===== src/rtl/serial_adder_ctrl.sv =====
// -----------------------------------------------------------------------------
// serial_adder_ctrl
//   Bit-serial adder controller. It accepts an operand bundle {a, b, cin} and
//   then adds one bit per cycle, LSB first, through a single full-adder cell.
//   The carry is registered between cycles. The sum bits shift into a result
//   register from the top, so after WIDTH cycles bit 0 has reached bit 0.
//   Handshakes: the operand is taken in IDLE and the result is offered in DONE.
//
// Ports
//   clk        in   1      rising-edge clock
//   rst_n      in   1      synchronous active-low reset
//   in_valid   in   1      operand bundle valid
//   in_ready   out  1      ready for operands (IDLE only)
//   a, b       in   WIDTH  operands, sampled on the input handshake
//   cin        in   1      carry-in, sampled on the input handshake
//   out_valid  out  1      sum/cout valid (DONE only)
//   out_ready  in   1      consumer accepts the result
//   sum        out  WIDTH  (a + b + cin) mod 2^WIDTH
//   cout       out  1      carry out of bit WIDTH-1
//   busy       out  1      high in RUN or DONE
// -----------------------------------------------------------------------------
module serial_adder_ctrl #(
  parameter int WIDTH = 8
) (
  input  logic             clk,
  input  logic             rst_n,
  input  logic             in_valid,
  output logic             in_ready,
  input  logic [WIDTH-1:0] a,
  input  logic [WIDTH-1:0] b,
  input  logic             cin,
  output logic             out_valid,
  input  logic             out_ready,
  output logic [WIDTH-1:0] sum,
  output logic             cout,
  output logic             busy
);

  localparam int CW = $clog2(WIDTH + 1);
  localparam logic [CW-1:0] LAST_BIT = CW'(WIDTH - 1);

  typedef enum logic [1:0] {
    IDLE = 2'd0,
    RUN  = 2'd1,
    DONE = 2'd2
  } state_e;

  state_e           state_q, state_d;
  logic [WIDTH-1:0] a_sh_q, a_sh_d;
  logic [WIDTH-1:0] b_sh_q, b_sh_d;
  logic [WIDTH-1:0] sum_q, sum_d;
  logic             carry_q, carry_d;
  logic             cout_q, cout_d;
  logic [CW-1:0]    cnt_q, cnt_d;

  // Full-adder cell fed from the low bits of the shift registers.
  logic fa_s, fa_c;
  assign fa_s = a_sh_q[0] ^ b_sh_q[0] ^ carry_q;
  assign fa_c = (a_sh_q[0] & b_sh_q[0]) | (carry_q & (a_sh_q[0] ^ b_sh_q[0]));

  // The new sum bit enters at the MSB. A one-bit adder has nothing to shift.
  logic [WIDTH-1:0] sum_shifted;
  generate
    if (WIDTH == 1) begin : g_sum_w1
      assign sum_shifted = fa_s;
    end else begin : g_sum_wn
      assign sum_shifted = {fa_s, sum_q[WIDTH-1:1]};
    end
  endgenerate

  always_comb begin
    // NOTE: every variable gets its hold value first, so no path can infer a latch.
    state_d = state_q;
    a_sh_d  = a_sh_q;
    b_sh_d  = b_sh_q;
    sum_d   = sum_q;
    carry_d = carry_q;
    cout_d  = cout_q;
    cnt_d   = cnt_q;

    case (state_q)
      IDLE: begin
        if (in_valid) begin
          a_sh_d  = a;
          b_sh_d  = b;
          carry_d = cin;
          cnt_d   = '0;
          sum_d   = '0;
          cout_d  = 1'b0;
          state_d = RUN;
        end
      end
      RUN: begin
        sum_d   = sum_shifted;
        carry_d = fa_c;
        a_sh_d  = a_sh_q >> 1;
        b_sh_d  = b_sh_q >> 1;
        cnt_d   = cnt_q + CW'(1);
        if (cnt_q == LAST_BIT) begin
          cout_d  = fa_c;
          state_d = DONE;
        end
      end
      DONE: begin
        // Returning to IDLE never accepts input in the same cycle.
        if (out_ready) state_d = IDLE;
      end
      default: state_d = IDLE;
    endcase
  end

  always_ff @(posedge clk) begin
    // NOTE: state registers use non-blocking assignments, so every register
    // samples the pre-edge values. The reset is synchronous: it is only sampled
    // on the clock edge.
    if (!rst_n) begin
      state_q <= IDLE;
      a_sh_q  <= '0;
      b_sh_q  <= '0;
      sum_q   <= '0;
      carry_q <= 1'b0;
      cout_q  <= 1'b0;
      cnt_q   <= '0;
    end else begin
      state_q <= state_d;
      a_sh_q  <= a_sh_d;
      b_sh_q  <= b_sh_d;
      sum_q   <= sum_d;
      carry_q <= carry_d;
      cout_q  <= cout_d;
      cnt_q   <= cnt_d;
    end
  end

  // The handshake outputs are forced low while reset is asserted, even before an edge.
  assign in_ready  = rst_n && (state_q == IDLE);
  assign out_valid = rst_n && (state_q == DONE);
  assign busy      = rst_n && (state_q != IDLE);
  assign sum       = sum_q;
  assign cout      = cout_q;

endmodule

===== config.mk =====
export PLATFORM = sky130hd
export DESIGN_NAME = serial_adder_ctrl
export DESIGN_NICKNAME = d
export VERILOG_FILES = /design/src/rtl/serial_adder_ctrl.sv
export SDC_FILE = /design/constraint.sdc
export NUM_CORES = 1
export LEC_CHECK = 0
export BUFFER_PORTS_ARGS = -buffer_cell sky130_fd_sc_hd__buf_2
export CORE_MARGIN = 2
export CORE_UTILIZATION = 35
export CTS_BUF_LIST = sky130_fd_sc_hd__clkbuf_4 sky130_fd_sc_hd__clkbuf_8
export DETAILED_ROUTE_END_ITERATION = 7
export GPL_TIMING_DRIVEN = 1
export PLACE_DENSITY = 0.66
export SKIP_LAST_GASP = 1
export SYNTH_ARGS = -nofsm -noshare
export SYNTH_HDL_FRONTEND = slang
export SYNTH_SLANG_ARGS = --single-unit

===== constraint.sdc =====
create_clock -name clk -period 2.08 [get_ports clk]
set_clock_uncertainty 0.05 [all_clocks]
set_input_delay 0.312 -clock clk [delete_from_list [all_inputs] [get_ports clk]]
set_output_delay 0.312 -clock clk [all_outputs]
set_load 0.005 [all_outputs]

Yosys cells after proc, flatten, opt, wreduce, memory -nomap -nowiden --
Cells that the tools add are included. Widths: inputs -> output; s select.
Storage, ports and cells: register bits after elaboration 32, input bits 21, output and inout bits 12, word-level logic and storage cells 45
Cells by class: eq/ne operators 6, multiplexer cells 17, bitwise logic cells 5, reductions and logical operators 9, add/subtract/negate cells 1
Operator list (count):
- $pmux 8 s2 | 3
- $mux 8 | 3
- $pmux 4 s2 | 1
- $mux 2 | 3
- $ne 2x2->1 const B | 3
- $pmux 2 s3 | 1
- $reduce_and 3->1 | 2
- $add 4x1->4 const B | 1
- $eq 4x3->1 const B | 1
- $mux 4 | 1
- $pmux 1 s2 | 2
- $reduce_bool 2->1 | 2
- $logic_and 1x1->1 | 3
- $mux 1 | 3
- $and 1x1->1 | 2
- $eq 2x1->1 const B | 1
- $eq 2x2->1 const B | 1
- $logic_not 2->1 | 1
- $reduce_and 2->1 | 1
- $xor 1x1->1 | 2
- $or 1x1->1 | 1

Depth between registers and ports, before layout --
Gate-level depths: netlist (run 1).
word-level depth 5, depth in mapped cells 6, depth with buffers taken out 5

Worst setup path after synthesis (run 1) --
No wires, ideal clock.
path kind reg-to-reg, from reg state_q[0], to reg cnt_q[1], arrival time 1.110 ns, path buffers 3, period minus slack after synthesis 1.287 ns, data required time 1.902 ns, slack 0.793 ns, setup time 0.128 ns, cell stages (with the launch flop) 7, cell sequence dfxtp_1 buf_4 and2b_1 buf_4 buf_4 a22oi_1 nor2_1
On the way: word-level cells in the longest chain between the ends 3, elaborated cells between the ends (all ways) 6, classes of those cells eq/ne: 2; mux: 1; reduce/logical: 3
RTL lines:
- start, declared | line 48 | state_e state_q, state_d;
- start signal, assigned | line 125 | state_q <= state_d;
- $eq 2x1->1 / $logic_not 2->1 (equally long branches) | line 81 | case (state_q)
- $reduce_bool 2->1 (no line) / $ne 2x2->1 (equally long branches)
- $reduce_and 2->1 (no line)
- end signal, assigned | line 131 | cnt_q <= cnt_d;
- end, declared | line 54 | logic [CW-1:0] cnt_q, cnt_d;
Parallel ways exist; a longest one is shown, timed or not. A chain may end at the register's enable or synchronous reset.

Final worst setup path (run 1) --
from reg state_q[0], to reg cnt_q[3]
The elaborated chain is that of the path after synthesis.

==> results of run 1 <==
[layer usage]
metal / global-route usage / vias to the layer above / wire, um
li1: - / 630 / -
met1: 0.197 / 567 / 1470
met2: 0.209 / 49 / 1220
met3: 0.0500 / 5 / 255
met4: 0.0765 / 0 / 57
met5: 0 / - / 0
[stage by stage]
stage | power [mW] | util | setup slack, ns | cell area [um^2] | hold slack [ns]
finish | 1.33 | 0.442 | 0.444 | 1650 | 0.211
global route | 1.40 | 0.442 | 0.308 | 1650 | 0.212
CTS | 1.35 | 0.442 | 0.435 | 1650 | 0.206
detailed placement | 0.836 | 0.416 | 0.442 | 1560 | 0.442
global placement | 0.835 | 0.416 | 0.502 | 1560 | 0.437
floorplan | 0.791 | - | 0.793 | 1400 | 0.396
[state kept, by name, summed over array words and instances (netlist names)]
| register | cells |
|---|---|
| state_q | 2 |
| carry_q | 1 |
| a_sh_q | 8 |
| b_sh_q | 8 |
| sum | 8 |
| cnt_q | 4 |
| cout | 1 |
[critical path: stages, from the launching register on]
cell	delay [ns]
dfxtp_1	0.50
and2b_1	0.51
buf_4	0.27
nand3_1	0.08
a31oi_1	0.15
[cell type report]
class	count	area, um^2	share of cell area
well taps	48	60.1	0.0363
clock buffers	8	97.6	0.0590
inverters	5	18.8	0.0113
repair buffers	36	190	0.115
flip-flops and latches	32	641	0.387
multi-input cells	111	647	0.391
[worst paths after layout]
check | startpoint | slack (ns) | cells after the start | endpoint
worst max-delay path | state_q[0] | 0.44 | 4 | cnt_q[3]
worst min-delay path | a[4] | 0.21 | 3 | a_sh_q[4]
worst max register to register | state_q[0] | 0.44 | 4 | cnt_q[3]
worst min register to register | sum[0] | 0.45 | 2 | sum[0]
[power groups by stage]
stage                     logic [mW]  registers [mW]  clock network (mW)
after CTS                      0.157           0.667               0.524
final                          0.155           0.667               0.513
after global placement         0.155           0.680                   0
after floorplan                0.117           0.674                   0
after global routing           0.177           0.671               0.553
after detailed placement       0.156           0.680                   0
[cell usage in the layout (no fill, tap or decap), types with 2 or more instances in the layout]
| cell | n |
|---|---|
| clkbuf_8 | 6 |
| nand2_1 | 18 |
| dfxtp_1 | 32 |
| a221oi_1 | 2 |
| buf_4 | 4 |
| clkbuf_4 | 2 |
| nor3b_1 | 2 |
| buf_2 | 32 |
| inv_1 | 4 |
| o31ai_1 | 2 |
| a21oi_1 | 29 |
| nor2_1 | 14 |
| o21ai_0 | 12 |
| nand3_1 | 3 |
| a22oi_1 | 8 |
| nor3_1 | 3 |
| a2bb2oi_1 | 2 |
[kinds of logic (layout without fill, tap and decap cells)]
kind of cell             Yosys count  count (layout)
AO/OA/AOI/OAI                     63              63
AND/OR/NAND/NOR                   46              46
flip-flops                        32              32
buffers and inverters             19              49
adder cells (fa/ha/maj)            2               2
==> flow_summary.json, run 1 <==
{
  "period_share": 0.787,
  "placed_cells": 232,
  "cts_buffer_depth": 2,
  "path_class": "register to register",
  "fin_crit_ns": 1.64,
  "switching_share": 0.245,
  "wl_per_cell_um": 12.5,
  "p_comb_frac": 0.116,
  "final_cells": 240,
  "layout-drive-gt1-share": 0.250,
  "grt_pass1_wl_um": 4900,
  "hold_viol": 0,
  "critical_path_required_ns": 2.24,
  "grt_pass1_vias": 1079,
  "vias": 1251,
  "postCtsSetupBuffers": 0,
  "synth-seq-cells": 32,
  "area_growth_pct": 18.6,
  "synth.most_common_cell": "dfxtp_1",
  "htree_levels": 2,
  "final_max_slew_viol_count": 0,
  "io_pins": 33,
  "ys_async_sr_fraction": 0,
  "worst_pin_slew_ns": 0.515,
  "synthFlopType": "dfxtp_1",
  "core_mm2": 0.00374,
  "vdd_drop_max_mv": 0.376,
  "yosysSeqAreaShare": 0.459,
  "grt-ovfl-total": 0,
  "hpwl_um": 2060,
  "synth_edf_count": 0,
  "yosys.area_share.xor_xnor": 0,
  "muxShareOfSynthArea": 0,
  "fp.dieH_um": 67.1,
  "nNetsFinal": 214,
  "die-area_mm2": 0.00451,
  "cts_tree": "done",
  "start_util": 0.373,
  "rsz0062_at_grt": "no",
  "synth_area_leaders": "dfxtp_1 46%, a21oi_1 10%, nand2_1 4.8%, o21ai_0 4.3%, a22oi_1 4.3%",
  "synth_largest_area_cell": "dfxtp_1",
  "synth_cells": 162,
  "arrival_ns": 1.79,
  "io_buffer_count": 32,
  "synth_commonest_cells": "32 x dfxtp_1, 29 x a21oi_1, 18 x nand2_1",
  "vias_per_cell": 5.21,
  "min_path_type": "primary input to register",
  "cts.clk_slew.worst_paths_ns": 0.06,
  "core.rowCount": 22,
  "drc": 0,
  "setup_viol": 0,
  "netlist.area_leader.share": 0.459,
  "drtIter0Drc": 42,
  "ctsHoldBuffers": 0,
  "grt_usage": 0.147,
  "clock_latency_ns": 0.28,
  "nFillCells": 402,
  "ant_nets": 0,
  "crit_path_end_kind": "register",
  "postCtsResizedCells": 0,
  "diodes": 0,
  "powerDensity_mw_per_mm2": 807,
  "crit_path_start_kind": "register",
  "critPathMaxFanout": 16,
  "cts-root-buf": "clkbuf_8",
  "dr.pass1.iters": 4,
  "avgSynthCellArea_um2": 8.61,
  "gp_congestion": 0.746,
  "yosysWarnings": 0,
  "synthSimpleGateAreaFrac": 0.156,
  "synth_compound_area_frac": 0.284,
  "grt_max_degree": 22,
  "syn_nets": 185,
  "die_x_um": 67.1,
  "syn_area_mm2": 0.00140,
  "p_int_mw": 1.01,
  "drt_wl_total_um": 3010,
  "cts_num_sinks": 32,
  "leakage_nw": 0.715,
  "maxCapViolations": 0,
  "fmax_mhz": 611,
  "slew_headroom": 0.656,
  "synth_top_family_by_area": "compound AO/OA/AOI/OAI gates",
  "tns_ns": 0,
  "cts_buffers": 5,
  "pwr-share-seq": 0.500,
  "yosysUniqueCellTypes": 34,
  "antenna_found_initial": 0,
  "p_clk_frac": 0.384,
  "p_switching_mw": 0.328,
  "status": "complete, no violations",
  "synth_adder_area_share": 0.0233
}
Note: power is estimated with default switching activity, not from simulation.
==> inputs of run 2 (changes only) <==
--- a/config.mk
+++ b/config.mk
@@ -11,7 +11,7 @@
 export CTS_BUF_LIST = sky130_fd_sc_hd__clkbuf_4 sky130_fd_sc_hd__clkbuf_8
 export DETAILED_ROUTE_END_ITERATION = 7
 export GPL_TIMING_DRIVEN = 1
-export PLACE_DENSITY = 0.66
+export PLACE_DENSITY = 0.68
 export SKIP_LAST_GASP = 1
 export SYNTH_ARGS = -nofsm -noshare
 export SYNTH_HDL_FRONTEND = slang
==> constraint.sdc (replaced) <==
create_clock -name clk -period 1.5 [get_ports clk]
set_clock_uncertainty 0.05 [all_clocks]
set_input_delay 0.225 -clock clk [delete_from_list [all_inputs] [get_ports clk]]
set_output_delay 0.225 -clock clk [all_outputs]
set_load 0.005 [all_outputs]
==> run 2 against run 1 <==
  * Final cell count up 3.3%
  * Clock power up 59%
  * Critical endpoint is now out_valid
  * Worst setup slack worse by 0.34 ns
  * Routed wire length up 0.53%
  * Highest routed layer unchanged
  * Die area unchanged
  * Sequential share of layout area down 1.7 points
  * Register-to-register slack worse by 0.31 ns
==> flow_summary.json, run 2 (same netlist as run 1, synthesis figures left out) <==
{
  "cpPeakStageDelay_ns": 0.37,
  "path_class": "register to output port",
  "drtIter0Drc": 47,
  "slew_headroom": 0.762,
  "worst_pin_slew_ns": 0.356,
  "powerDensity_mw_per_mm2": 1140,
  "wl_per_cell_um": 12.2,
  "vdd_drop_max_mv": 0.641,
  "gp_congestion": 0.739,
  "arrival_ns": 1.13,
  "die_x_um": 67.1,
  "fp.dieH_um": 67.1,
  "grt_pass1_wl_um": 5330,
  "vias_per_cell": 5.07,
  "drt_wl_total_um": 3020,
  "ant_nets": 0,
  "cts.clk_slew.worst_paths_ns": 0.07,
  "die-area_mm2": 0.00451,
  "ctsHoldBuffers": 0,
  "fmax_mhz": 714,
  "min_path_type": "primary input to register",
  "core.rowCount": 22,
  "final_max_slew_viol_count": 0,
  "area_growth_pct": 24.4,
  "clock_latency_ns": 0.28,
  "antenna_found_initial": 0,
  "htree_levels": 2,
  "critPathMaxFanout": 6,
  "maxCapViolations": 0,
  "grt_usage": 0.157,
  "status": "complete, no violations",
  "vias": 1258,
  "hold_viol": 0,
  "diodes": 0,
  "postCtsSetupBuffers": 0,
  "grt_pass1_vias": 1198,
  "cts_num_sinks": 32,
  "period_share": 0.934,
  "drc": 0,
  "grt-ovfl-total": 0,
  "fin_crit_ns": 1.40,
  "cts_buffer_depth": 2,
  "final_cell_mix": "32 x buf_2, 30 x dfxtp_1, 29 x a21oi_1",
  "hpwl_um": 2140,
  "dr.pass1.iters": 4,
  "final_common_cell": "buf_2",
  "layout-drive-gt1-share": 0.295,
  "io_pins": 33,
  "grt_max_degree": 14,
  "path_buf_inv": 2,
  "critical_path_required_ns": 1.22,
  "cpMaxStageDelayCell": "dfxtp_2",
  "cts_buffers": 5,
  "io_buffer_count": 32,
  "cts-root-buf": "clkbuf_8",
  "rsz0062_at_grt": "yes",
  "crit_path_end_kind": "output port",
  "cp_top_family": "flip-flops",
  "start_util": 0.373,
  "crit_path_start_kind": "register",
  "core_mm2": 0.00374,
  "worst_hold_slack_ns": 0.124,
  "nNetsFinal": 222,
  "tns_ns": 0,
  "crit_chain": "buf_4 -> nor3b_1 -> buf_2",
  "leakage_nw": 0.762,
  "setup_viol": 0,
  "cts_tree": "done"
}
[run 2: worst paths after layout]
| path | cells past startpoint | end | startpoint | slack, ns |
|---|---|---|---|---|
| worst min register to register | 2 | sum[0] | sum[0] | 0.46 |
| worst min-delay path | 3 | b_sh_q[4] | b[4] | 0.12 |
| worst max register to register | 4 | cout | cnt_q[0] | 0.13 |
| worst max-delay path | 3 | out_valid | state_q[0] | 0.1 |
[run 2: worst min-delay path: cells and delay by family]
family	cells	cell delay, ns
buf+inv	1	0.09
compound gates	1	0.05
simple gates	1	0.04
[run 2: routing by layer]
layer	vias to the layer above	GRT usage	wire [um]
met2	32	0.238	1270
met4	0	0.0689	44
met1	580	0.205	1520
li1	641	-	-
met3	5	0.0467	186
met5	-	0	0
[run 2: layout make-up]
| class | instances | area, um^2 |
|---|---|---|
| multi-input cells | 111 | 652 |
| repair buffers | 44 | 250 |
| well taps | 48 | 60.1 |
| flip-flops and latches | 32 | 643 |
| clock inverters | 2 | 35.0 |
| clock buffers | 6 | 76.3 |
| fillers | 369 | 2010 |
| inverters | 5 | 18.8 |
[run 2: repair_timing]
action / 4_1_cts / 5_1_grt
endpoints found under the setup margin: 0 / 2
hold endpoints to repair: 0 / 0
gates resized for setup: 0 / 3
[run 2: metrics by stage]
step	instance area (um^2)	instances	util	power, mW	setup WS [ns]
floorplan	1400	162	-	1.10	0.213
global placement	1620	240	0.432	1.17	0.177
detailed placement	1620	240	0.432	1.18	0.153
CTS	1730	248	0.462	2.00	0.0341
global route	1740	248	0.464	2.07	-0.0140
finish	1740	248	0.464	1.98	0.0987
[run 2: where the power goes]
group	switching (mW)	internal, mW
registers	0.0279	0.898
logic	0.129	0.105
clock network	0.307	0.510
